<file path="config.mk">
export PLATFORM = sky130hd
export DESIGN_NAME = err_recovery_ctrl
export DESIGN_NICKNAME = d
export VERILOG_FILES = /design/src/rtl/usc_ctrl_pkg.sv /design/src/rtl/sat_counter.sv /design/src/rtl/err_recovery_ctrl.sv
export SDC_FILE = /design/constraint.sdc
export NUM_CORES = 1
export LEC_CHECK = 0
export BUFFER_PORTS_ARGS = -buffer_cell sky130_fd_sc_hd__buf_2
export CORE_MARGIN = 10
export CORE_UTILIZATION = 52
export CTS_CLUSTER_DIAMETER = 40
export CTS_CLUSTER_SIZE = 8
export DETAILED_ROUTE_END_ITERATION = 8
export GPL_ROUTABILITY_DRIVEN = 0
export PLACE_DENSITY = 0.77
export RECOVER_POWER = 50
export SYNTH_ARGS = -nofsm -noshare
export SYNTH_HDL_FRONTEND = slang
export SYNTH_HIERARCHICAL = 1
export SYNTH_SLANG_ARGS = --single-unit
</file>
<file path="constraint.sdc">
create_clock -name clk -period 2.7 [get_ports clk]
set_input_delay 0.135 -clock clk [delete_from_list [all_inputs] [get_ports clk]]
set_output_delay 0.135 -clock clk [all_outputs]
set_load 0.03 [all_outputs]
</file>
<file path="src/rtl/usc_ctrl_pkg.sv">
// usc_ctrl_pkg: shared state encoding and default timing constants for the stage controllers
package usc_ctrl_pkg;

    typedef enum logic [2:0] {
        IDLE,
        SAMPLE,
        CHECK,
        RECOVER,
        HANDOFF,
        RELEASE
    } rec_state_t;

    localparam int CHECK_CYCLES_DEF   = 2;
    localparam int RECOVER_CYCLES_DEF = 3;
    localparam int ERR_CNT_W_DEF      = 8;

endpackage

</file>
<file path="src/rtl/sat_counter.sv">
// sat_counter: saturating up-counter with synchronous clear that wins over increment
module sat_counter #(
    parameter int W = 8
) (
    input  logic         clk,
    input  logic         rst,
    input  logic         clr,
    input  logic         inc,
    output logic [W-1:0] q
);

    always_ff @(posedge clk or posedge rst) begin
        if (rst)
            q <= '0;
        else if (clr)
            q <= '0;
        else if (inc && !(&q))
            q <= q + 1'b1;
    end

endmodule

</file>
<file path="src/rtl/err_recovery_ctrl.sv">
// err_recovery_ctrl: sample, error-check window, timed goml recovery and four-phase downstream handoff
module err_recovery_ctrl
    import usc_ctrl_pkg::*;
#(
    parameter int CHECK_CYCLES   = CHECK_CYCLES_DEF,
    parameter int RECOVER_CYCLES = RECOVER_CYCLES_DEF,
    parameter int CNT_W          = ERR_CNT_W_DEF
) (
    input  logic             clk,
    input  logic             rst,
    input  logic             lreq,
    output logic             lack,
    input  logic             err0,
    input  logic             err1,
    output logic             sample,
    output logic             goml,
    output logic             rreq,
    input  logic             rack,
    input  logic             clr_cnt,
    output logic [CNT_W-1:0] err_count,
    output logic [1:0]       last_err
);

    localparam int MAX_CYC = (CHECK_CYCLES > RECOVER_CYCLES) ? CHECK_CYCLES : RECOVER_CYCLES;
    localparam int CW      = (MAX_CYC > 1) ? $clog2(MAX_CYC) : 1;

    rec_state_t    state_q;
    logic [CW-1:0] cnt_q;
    logic [1:0]    last_err_q;
    logic [1:0]    last_err_d;
    logic          inc;

    assign last_err_d = last_err_q | {err1, err0};
    // one increment per recovery: only on the CHECK->RECOVER transition
    assign inc = (state_q == CHECK) && (cnt_q == '0) && (|last_err_d);

    always_ff @(posedge clk or posedge rst) begin
        if (rst) begin
            state_q    <= IDLE;
            cnt_q      <= '0;
            last_err_q <= '0;
        end else begin
            case (state_q)
                IDLE: if (lreq) state_q <= SAMPLE;
                SAMPLE: begin
                    state_q    <= CHECK;
                    cnt_q      <= CW'(CHECK_CYCLES - 1);
                    last_err_q <= '0;
                end
                CHECK: begin
                    last_err_q <= last_err_d;
                    if (cnt_q == '0) begin
                        state_q <= (|last_err_d) ? RECOVER : HANDOFF;
                        cnt_q   <= CW'(RECOVER_CYCLES - 1);
                    end else
                        cnt_q <= cnt_q - 1'b1;
                end
                RECOVER: begin
                    if (cnt_q == '0)
                        state_q <= HANDOFF;
                    else
                        cnt_q <= cnt_q - 1'b1;
                end
                HANDOFF: if (rack) state_q <= RELEASE;
                RELEASE: if (!rack && !lreq) state_q <= IDLE;
                default: state_q <= IDLE;
            endcase
        end
    end

    assign sample   = (state_q == SAMPLE);
    assign goml     = (state_q == RECOVER);
    assign rreq     = (state_q == HANDOFF);
    assign lack     = (state_q == RELEASE);
    assign last_err = last_err_q;

    sat_counter #(.W(CNT_W)) u_cnt (
        .clk (clk),
        .rst (rst),
        .clr (clr_cnt),
        .inc (inc),
        .q   (err_count)
    );

endmodule

</file>
# ---- Word-level counts from Yosys, hierarchy flattened
# Index checks and enable logic that the tools add are counted.
# Widths: inputs -> output; s select.
dict set report totals {
  reg_bits 15
  wordCells 47
}
dict set report classes {
  reduce_logical 16
  n_eq_ne 11
  mux 13
  addsub 2
  bitwise_logic 1
}
# op n
set op_table {}
lappend op_table {{$mux 3} 6}
lappend op_table {{$pmux 3 s6} 1}
lappend op_table {{$mux 8} 2}
lappend op_table {{$add 8x1->8 const B} 1}
lappend op_table {{$ne 2x1->1 const B} 4}
lappend op_table {{$reduce_and 8->1} 1}
lappend op_table {{$eq 3x2->1 const B} 2}
lappend op_table {{$eq 3x3->1 const B} 2}
lappend op_table {{$pmux 2 s3} 1}
lappend op_table {{$reduce_and 5->1} 1}
lappend op_table {{$logic_and 1x1->1} 4}
lappend op_table {{$mux 2} 2}
lappend op_table {{$ne 2x2->1 const B} 2}
lappend op_table {{$pmux 2 s2} 1}
lappend op_table {{$reduce_bool 2->1} 2}
lappend op_table {{$eq 3x1->1 const B} 1}
lappend op_table {{$logic_not 1->1} 3}
lappend op_table {{$logic_not 3->1} 1}
lappend op_table {{$reduce_bool 3->1} 1}
lappend op_table {{$logic_not 2->1} 1}
lappend op_table {{$or 2x2->2} 1}
lappend op_table {{$reduce_and 2->1} 1}
lappend op_table {{$reduce_or 2->1} 1}
lappend op_table {{$sub 2x1->2 const B} 1}

# ---- Logic depth before layout (Yosys ltp)
# Gate-level depths: netlist (run 1).
dict set report logic_depth {
  ltp_word 6
  ltp_mapped 7
  depth_no_buf 6
}

# ---- Hierarchy
# The synthesis (run 1) kept the hierarchy.
# module cells_each area_each_um2 seq_area_each_um2 n_inst
set by_module_without_submodules {}
lappend by_module_without_submodules {err_recovery_ctrl 61 481.7 175.2 1}
lappend by_module_without_submodules {sat_counter 44 437.9 200.2 1}

# ---- Worst setup path after synthesis (run 1)
# No wires, ideal clock.
dict set report synth_timing {
  path_kind {register -> register}
  from {reg last_err_q[0], in the netlist last_err[0]}
  to {reg u_cnt.q[7]}
  path_slack_ns 0.816
  setup_time_ns 0.077
  required_time_ns 2.623
  period_less_slack_ns 1.884
  stages_incl_launch_ff 7
  path_buffers 0
  arrival_ns 1.806
  path_cell_list {dfrtp_1 -> nor4_1 -> nor3_1 -> and2_1 -> nand4_2 -> or4_1 -> a21oi_1}
}
dict set report synth_via {
  elab_chain_len 5
}
# item line_no
set synth_rtl {}
lappend synth_rtl {{start: declaration} err_recovery_ctrl.sv:29} ;# logic [1:0] last_err_q;
lappend synth_rtl {{start signal: assignment} err_recovery_ctrl.sv:51} ;# last_err_q <= last_err_d;
lappend synth_rtl {{$or 2x2->2} err_recovery_ctrl.sv:33} ;# assign last_err_d = last_err_q | {err1, err0};
lappend synth_rtl {{$reduce_or 2->1} err_recovery_ctrl.sv:35} ;# assign inc = (state_q == CHECK) && (cnt_q == '0) && (|last_err_d);
lappend synth_rtl {{$logic_and 1x1->1} err_recovery_ctrl.sv:35}
lappend synth_rtl {{net inc} err_recovery_ctrl.sv:31} ;# logic inc;
lappend synth_rtl {{$logic_and 1x1->1} sat_counter.sv:17} ;# else if (inc && !(&q))
lappend synth_rtl {{$reduce_bool 2->1 (no source line)} --}
lappend synth_rtl {{end signal: assignment} sat_counter.sv:18} ;# q <= q + 1'b1;
lappend synth_rtl {{end: declaration} sat_counter.sv:9} ;# output logic [W-1:0] q
# The timed path passes the listed nets, and every way through them passes these cells.
# A chain may end at the register's enable or synchronous reset.

# ---- Worst setup path in the final report (run 1)
dict set report layout_timing {
  from {reg state_q[2]}
  to {reg u_cnt.q[7]}
}
dict set report layout_via {
  elab_chain_len 5
}
# item line_no
set layout_rtl {}
lappend layout_rtl {{start: declaration} err_recovery_ctrl.sv:27} ;# rec_state_t state_q;
lappend layout_rtl {{start signal: assignment} err_recovery_ctrl.sv:53} ;# state_q <= (|last_err_d) ? RECOVER : HANDOFF;
lappend layout_rtl {{$eq 3x2->1} err_recovery_ctrl.sv:35}
lappend layout_rtl {{$logic_and 1x1->1 (2 in a row)} err_recovery_ctrl.sv:35}
lappend layout_rtl {{net inc} err_recovery_ctrl.sv:31}
lappend layout_rtl {{$logic_and 1x1->1} sat_counter.sv:17}
lappend layout_rtl {{$reduce_bool 2->1 (no source line)} --}
# The timed path passes the listed nets, and every way through them passes these cells.

==> flow_summary.yaml, run 1 <==
outcome:
  outcome: "finished clean"
pwr:
  combPwrFrac: 0.485
  peakVddDrop_uv: 519.3
  p_sw_frac: 0.4601
  p_switching_mw: 0.4509
  intPower_mw: 0.5291
  p_per_area_nw_per_um2: 931.3
  p_leak_nw: 0.4704
  power_frac_clock: 0.132
  p_seq_frac: 0.382
critical_path:
  end_kind: "flip-flop"
  path_class: "flip-flop to flip-flop"
  cp.arrival_ns: 2.45
  cp_max_fo: 15
  required_ns: 2.91
  cp-start-kind: "flip-flop"
synth:
  yosysSeqAreaShare: 0.4082
  syn_inst: 105
  yosys_warnings: 6
  ys_ff_latch: 15
  synth.cell_area_sq_um: 919.6
  mappedNetlistNets: 115
  avgSynthCellArea_sq_um: 8.758
  ys_types: 36
flow_run:
  drv_cap: 0
clock_network:
  clk-insertion-delay-late_ns: 0.28
  cts_max_level: 1
  cts_tree: "done"
  cts_root_buffer: "clkbuf_4"
  clk_pin_slew_ns: 0.09
  cts_buffer_depth: 2
  cts-buffers-inserted: 3
  cts.sinks: 15
timing:
  slew_violations: 0
  finalCritPeriodShare: 0.8287
  clock.fmax_mhz: 446.9
  worst_slew_pin_slew_ns: 0.4053
  finalSetupViolations: 0
  slew_headroom: 0.7298
  hold_violations: 0
  finalSetupTns_ns: 0
  period_minus_slack_ns: 2.238
  rsz0062_at_grt: "no"
  skew_ns: 0.0007289
final_layout:
  diodes: 0
  fillCellCount: 160
  fin_util: 0.6161
  layout.nets: 136
  fin_area_sq_um: 1052
  drive_gt1_frac: 0.1440
  instances_no_fill: 150
  area_growth_pct: 14.42
grt:
  grt_pass1_vias: 783
  grt_pass1_wl_mm: 3.560
  grt_max_degree: 16
  grt_remaining_overflow: 0
  track_usage: 0.1201
  antenna_found_initial: 0
floorplan:
  die_x_um: 62.06
  die-area_sq_um: 3851
  ios: 21
  num_rows: 15
  start_util: 0.5385
  design.core.area_sq_um: 1708
  die_h_um: 62.06
placement:
  dpl.cell_count: 145
  dpl_cell_area_sq_um: 1025
  dp_hpwl_mm: 1.620
  port_buffers: 20
detailed_routing:
  ant_nets: 0
  routed_wl_mm: 2.137
  drc: 0
  viasPerCell: 5.633
  drt_pass1_iterations: 4
  drt_iter0_markers: 26
  wl_per_cell_um: 14.25
  vias: 845
min_path:
  hold_path_class: "input pin to flip-flop"
[stage by stage]
step | hold WS, ns | setup slack [ns] | power [mW]
4_1_cts | 0.1269 | 0.4850 | 0.9860
3_3_place_gp | 0.09115 | 0.6289 | 0.8304
5_1_grt | 0.1374 | 0.1927 | 1.063
3_5_place_dp | 0.09647 | 0.5258 | 0.8506
6_report | 0.1361 | 0.4624 | 0.9800
2_1_floorplan | -0.06160 | 0.8163 | 0.7481
[final cells by class]
cell class,instances,area (sq um),share of cell area
multi-input combinational,78,491.7,0.4673
sequential,15,375.4,0.3567
timing repair buffer,21,100.1,0.09512
tap,25,31.28,0.02973
inverter,7,26.28,0.02497
clock buffer,3,22.52,0.02140
clock inverter,1,5.005,0.004756
[critical path: stages (launching register included)]
cell      delay (ns)
dfrtp_1         0.53
nand2b_1        0.27
nor3_1          0.28
and2_1          0.25
nand4_2         0.19
or4_1           0.51
a21oi_1         0.15
[sequential cells by signal (all words and copies together), names as in the netlist]
| register | flops |
|---|---|
| u_cnt/q | 8 |
| state_q | 3 |
| cnt_q | 2 |
| last_err | 2 |
[per-layer routing]
layer	GRT usage	wire, um
met4	0.04459	0
met1	0.1611	992
met5	0	0
met3	0.03455	103
met2	0.1769	1041
[path summary, 6_finish.rpt]
kind | slack [ns] | end | depth (start not counted) | start
min | 0.14 | u_cnt/q[7]$_DFFE_PP0P_ | 2 | clr_cnt
max | 0.46 | u_cnt/q[7]$_DFFE_PP0P_ | 6 | state_q[2]$_DFFE_PP0P_
min reg2reg | 0.59 | last_err[0]$_DFFE_PP0P_ | 1 | last_err[0]$_DFFE_PP0P_
min in group asynchronous | 0.31 | last_err[0]$_DFFE_PP0P_ | 3 | rst
max in group asynchronous | 2.14 | u_cnt/q[4]$_DFFE_PP0P_ | 3 | rst
max reg2reg | 0.46 | u_cnt/q[7]$_DFFE_PP0P_ | 6 | state_q[2]$_DFFE_PP0P_
[cell usage after synthesis, drive strengths merged]
| cell | n | share of area |
|---|---|---|
| o22ai | 3 | 0.020 |
| a21oi | 7 | 0.038 |
| nor3 | 7 | 0.038 |
| or3b | 1 | 0.0095 |
| and2 | 2 | 0.014 |
| clkbuf | 1 | 0.0041 |
| inv | 7 | 0.029 |
| a311oi | 1 | 0.0095 |
| mux2i | 1 | 0.011 |
| buf | 4 | 0.024 |
| mux2 | 1 | 0.012 |
| nand2b | 5 | 0.034 |
| dfrtp | 15 | 0.41 |
| nor2 | 10 | 0.041 |
| or4 | 1 | 0.0082 |
| a21boi | 1 | 0.0082 |
| and3 | 2 | 0.014 |
| or3 | 1 | 0.0068 |
| a211oi | 2 | 0.016 |
| o31ai | 2 | 0.016 |
| nand4 | 2 | 0.020 |
| nand3 | 1 | 0.0054 |
| nor3b | 3 | 0.024 |
| o21ai | 5 | 0.027 |
| ha | 3 | 0.041 |
| nand2 | 4 | 0.016 |
| and4 | 1 | 0.012 |
| nor2b | 2 | 0.014 |
| o21a | 1 | 0.0082 |
| a31oi | 3 | 0.020 |
| nor4 | 2 | 0.014 |
| a21o | 2 | 0.016 |
| a22o | 2 | 0.019 |
[power groups by stage]
stage	Sequential, mW	Combinational [mW]	Clock (mW)
after floorplan	0.354	0.394	0
after global placement	0.369	0.461	0
after detailed placement	0.376	0.474	0
after CTS	0.372	0.479	0.134
after global routing	0.387	0.533	0.143
final	0.375	0.476	0.130
[logic make-up (layout without fill, tap and decap cells)]
family	count (synthesis)	count (layout)	synth area share
compound gates	29	29	0.2000
fa+ha+maj	3	3	0.04082
buf+inv	12	32	0.05714
mux	2	2	0.02313
flops	15	15	0.4082
simple gates	44	44	0.2707
[placed cells by master, fill, tap and decap left out, types with 2 or more instances in the layout]
cell type  Yosys  routed
dfrtp_1       15      15
buf_2          3      12
nor2_1        10      10
clkbuf_1       1       8
inv_1          7       7
a21oi_1        7       7
nor3_1         7       7
nand2b_1       5       5
o21ai_0        4       4
nand2_1        4       4
nor3b_1        3       3
o22ai_1        3       3
a31oi_1        3       3
ha_1           3       3
clkbuf_4       0       3
a21o_1         2       2
a22o_1         2       2
o31ai_1        2       2
and2_1         2       2
nor4_1         2       2
nor2b_1        2       2
and3_1         2       2
a211oi_1       2       2
[timing repair]
action,4_1_cts,5_1_grt
hold endpoints to repair,15,0
hold buffers,1,0
setup buffers,0,0
resized for setup,0,0
No activity file was read; power rests on OpenSTA's default activity.
==> run 2, diff against run 1 <==
Settings changed: CORE_ASPECT_RATIO from default to 1.5, CORE_UTILIZATION 52 to 47, PLACE_DENSITY 0.77 to 0.74.
Clock period 2.7 ns to 1.8 ns, I/O delays scaled along.
==> flow_summary.yaml, run 2 (synthesis results as in run 1) <==
detailed_routing:
  ant_nets: 0
  routed_wl_mm: 2.379
  drt_pass1_iterations: 4
  vias: 909
  viasPerCell: 6.020
  wl_per_cell_um: 15.75
  drc: 0
  drt_iter0_markers: 25
final_layout:
  regMostFlops: "u_cnt/q"
  drive_gt1_frac: 0.2308
  fillCellCount: 183
  fin_area_sq_um: 1116
  layout.nets: 141
  diodes: 0
  reg_top3: "u_cnt/q: 8 flops, state_q: 3 flops"
  final_cell_mix: "14 x buf_2, 13 x dfrtp_1, 10 x nor2_1"
  area_growth_pct: 21.36
  largest_reg_flops: 8
  final_common_cell: "buf_2"
critical_path:
  cp-startpoint: "state_q[2]$_DFFE_PP0P_"
  reg2regPathDepth: 6
  timing.rr.start: "state_q[2]$_DFFE_PP0P_"
  cp.arrival_ns: 1.94
  required_ns: 2.01
  end_kind: "flip-flop"
  slowest_delay_ns: 0.47
  r2r_slack_ns: 0.07
  crit_cells: 6
  cp_top_family: "simple AND/OR/NAND/NOR gates"
  path_cells: "nand2b_4, nor3_4, and2_4, nand4_2, or4_1, a21oi_1"
  path_class: "flip-flop to flip-flop"
  cp_max_fo: 5
  cp-start-kind: "flip-flop"
  critical_path_buf_inv_count: 0
  cp_slowest_cell: "or4_1"
pwr:
  combPwrFrac: 0.570
  p_switching_mw: 0.7236
  p_leak_nw: 0.5046
  finalPower_mw: 1.611
  p_sw_frac: 0.4493
  peakVddDrop_uv: 878.6
  power_frac_clock: 0.121
  intPower_mw: 0.8870
  p_seq_frac: 0.309
  p_per_area_nw_per_um2: 1443
timing:
  rsz0062_at_grt: "yes"
  skew_ns: 0.004214
  finalCritPeriodShare: 0.9615
  finalSetupViolations: 0
  holdWs_ns: 0.08899
  hold_violations: 0
  worst_slew_pin_slew_ns: 0.4063
  setup_ws_ns: 0.06923
  slew_violations: 0
  finalSetupTns_ns: 0
  slew_headroom: 0.7269
  clock.fmax_mhz: 577.8
  period_minus_slack_ns: 1.731
clock_network:
  cts_max_level: 1
  clk_pin_slew_ns: 0.09
  cts.sinks: 15
  cts_tree: "done"
  cts_root_buffer: "clkbuf_4"
  clk-insertion-delay-late_ns: 0.28
  post_cts_buffers: 0
  cts_buffer_depth: 2
  cts-buffers-inserted: 3
floorplan:
  design.core.area_sq_um: 1854
  die-area_sq_um: 4162
  die_x_um: 56.12
  die_h_um: 74.18
  ios: 21
  start_util: 0.4960
  num_rows: 19
placement:
  dp_hpwl_mm: 1.803
  dpl_cell_area_sq_um: 1075
  post-place-ws_ns: 0.07950
  port_buffers: 20
grt:
  grt_pass1_vias: 931
  grt_remaining_overflow: 0
  grt_pass1_wl_mm: 3.746
  antenna_found_initial: 0
  grt_max_degree: 15
  track_usage: 0.1076
min_path:
  worstHoldStart: "clr_cnt"
  hold_path_class: "input pin to flip-flop"
  hold_depth: 2
flow_run:
  drv_cap: 0
outcome:
  outcome: "finished clean"
## run 2: changes by cell type in the layout (fill, tap and decap cells not counted), moves of 2 or more
cell / before / now
buf_2: 12 / 14
dfrtp_2: 0 / 2
dfrtp_1: 15 / 13
buf_4: 0 / 5
## run 2: cell type report
class | instances | area, sq um | area share
Multi-Input combinational cell | 78 | 519.2 | 0.4652
Sequential cell | 15 | 377.9 | 0.3386
Timing Repair Buffer | 26 | 140.1 | 0.1256
Clock buffer | 4 | 26.28 | 0.02354
Inverter | 7 | 26.28 | 0.02354
Tap cell | 21 | 26.28 | 0.02354
## run 2: repair_timing
| action | in CTS | in global routing |
|---|---|---|
| hold buffers | 1 | 0 |
| endpoints found under the setup margin | 0 | 2 |
| gates resized for setup | 0 | 2 |
| endpoints found under the hold margin | 15 | 0 |
## run 2: per-layer routing
layer	track usage	vias up	part of all wire
li1	-	433	-
met1	0.1011	436	0.40
met2	0.1965	34	0.52
met3	0.02215	6	0.058
met4	0.09115	0	0.025
met5	0	-	0
## run 2: path summary, 6_finish.rpt
check / end
max: u_cnt/q[7]$_DFFE_PP0P_
min: u_cnt/q[7]$_DFFE_PP0P_
max reg2reg: u_cnt/q[7]$_DFFE_PP0P_
min reg2reg: last_err[0]$_DFFE_PP0P_
max in group asynchronous: u_cnt/q[4]$_DFFE_PP0P_
min in group asynchronous: state_q[1]$_DFFE_PP0P_
## run 2: worst register-to-register path: stages, from the launching register on
cell and delay (ns):
dfrtp_1 0.39, nand2b_4 0.17, nor3_4 0.17, and2_4 0.19, nand4_2 0.11, or4_1 0.47
a21oi_1 0.15
## run 2: per-stage QoR
step / utilization / cells
final: 0.6019 / 151
after global routing: 0.6019 / 151
after CTS: 0.5992 / 151
after detailed placement: 0.5796 / 146
after global placement: 0.5796 / 146
after floorplan: - / 105
## run 2: power groups by stage
stage                     registers (mW)  clock network, mW  logic [mW]
after floorplan                    0.541                  0       0.626
after global placement             0.489                  0       0.864
after detailed placement           0.495                  0       0.898
after CTS                          0.490              0.199       0.906
after global routing               0.505              0.215        1.01
final                              0.497              0.195       0.918
==> run 3, diff against run 2 <==
Settings changed: BUFFER_PORTS_ARGS -buffer_cell sky130_fd_sc_hd__buf_2 to -buffer_cell sky130_fd_sc_hd__buf_4.
==> flow_summary.yaml, run 3 (synthesis results as in run 1) <==
pwr:
  p_leak_nw: 0.5093
  finalPower_mw: 1.616
  p_per_area_nw_per_um2: 1404
  peakVddDrop_uv: 981.3
outcome:
  outcome: "finished clean"
grt:
  track_usage: 0.1116
  grt_remaining_overflow: 0
  grt_pass1_wl_mm: 3.933
  grt_max_degree: 15
  antenna_found_initial: 0
  grt_pass1_vias: 961
floorplan:
  die_h_um: 74.18
  num_rows: 19
  die-area_sq_um: 4162
  design.core.area_sq_um: 1854
  start_util: 0.4960
  die_x_um: 56.12
  ios: 21
placement:
  port_buffers: 20
  dpl.cell_count: 146
  dpl_cell_area_sq_um: 1125
  dp_hpwl_mm: 1.804
  post-place-ws_ns: 0.09125
final_layout:
  area_growth_pct: 25.17
  diodes: 0
  final_cell_mix: "18 x buf_4, 13 x dfrtp_1, 10 x nor2_1"
  fin_util: 0.6208
  regArea_sq_um: 377.9
  instances_no_fill: 151
  final_common_cell: "buf_4"
  fillCellCount: 180
  multiInputGateArea_sq_um: 519.2
  largest_reg_flops: 8
  layout.nets: 141
  regMostFlops: "u_cnt/q"
  reg_top3: "u_cnt/q: 8 flops, state_q: 3 flops"
  fin_area_sq_um: 1151
  drive_gt1_frac: 0.2308
clock_network:
  cts-buffers-inserted: 3
  cts_tree: "done"
  cts.sinks: 15
  clk_pin_slew_ns: 0.09
  post_cts_buffers: 0
  cts_max_level: 1
  cts_root_buffer: "clkbuf_4"
  cts_buffer_depth: 2
  clk-insertion-delay-late_ns: 0.28
timing:
  finalSetupTns_ns: 0
  clock.fmax_mhz: 596.1
  rsz0062_at_grt: "no"
  setup_ws_ns: 0.1223
  finalCritPeriodShare: 0.9320
  worst_slew_pin_slew_ns: 0.4054
  slew_headroom: 0.7275
  period_minus_slack_ns: 1.678
  finalSetupViolations: 0
  skew_ns: 0.003245
  hold_violations: 0
  holdWs_ns: 0.03615
  slew_violations: 0
detailed_routing:
  wl_per_cell_um: 15.21
  vias: 896
  ant_nets: 0
  drt_pass1_iterations: 4
  drc: 0
  viasPerCell: 5.934
  routed_wl_mm: 2.297
  drt_iter0_markers: 26
flow_run:
  drv_cap: 0
critical_path:
  cp-start-kind: "flip-flop"
  timing.rr.start: "last_err[0]$_DFFE_PP0P_"
  cp.arrival_ns: 1.86
  required_ns: 1.99
  cp_max_fo: 5
  end_kind: "flip-flop"
  cp-startpoint: "last_err[0]$_DFFE_PP0P_"
  path_class: "flip-flop to flip-flop"
min_path:
  worstHoldStart: "clr_cnt"
  hold_path_class: "input pin to flip-flop"
==> run 3: cell type report <==
type | instances | area share
timing repair buffer | 26 | 0.1522
clock buffer | 4 | 0.02283
inverter | 7 | 0.02283
multi-input combinational | 78 | 0.4511
sequential | 15 | 0.3283
tap | 21 | 0.02283
==> run 3: timing repair <==
| item | CTS | global route |
|---|---|---|
| endpoints found under the setup margin | 0 | 3 |
| hold endpoints to repair | 15 | 0 |
| resized for setup | 0 | 2 |
| hold buffers | 1 | 0 |
==> run 3: layer usage <==
metal,share of wire,global-route usage
met5,0,0
met4,0.017,0.08043
met2,0.54,0.2138
met3,0.044,0.02215
met1,0.39,0.1026
==> run 3: power by group <==
group / total, mW / switching (mW) / internal, mW / leakage [nW]
Clock: 0.192 / 0.106 / 0.0858 / 0.0150
Combinational: 0.927 / 0.529 / 0.398 / 0.304
Sequential: 0.497 / 0.0732 / 0.424 / 0.190
Total: 1.62 / 0.708 / 0.908 / 0.509
==> run 3: path summary, 6_finish.rpt <==
kind	to	slack, ns	cells after the start
max in group asynchronous	last_err[0]$_DFFE_PP0P_	1.25	3
worst max register to register	u_cnt/q[3]$_DFFE_PP0P_	0.12	7
worst min-delay path	u_cnt/q[7]$_DFFE_PP0P_	0.04	2
worst min register to register	last_err[0]$_DFFE_PP0P_	0.57	1
min in group asynchronous	state_q[0]$_DFFE_PP0P_	0.31	3
worst max-delay path	u_cnt/q[3]$_DFFE_PP0P_	0.12	7
==> run 3: critical path, cell delays in order, from the launching register on <==
cell and delay [ns]:
dfrtp_2 0.44, nor4_2 0.44, nor3_4 0.05, and2_4 0.16, nand4_2 0.09, buf_4 0.13, a211oi_1 0.05, a211oi_1 0.23
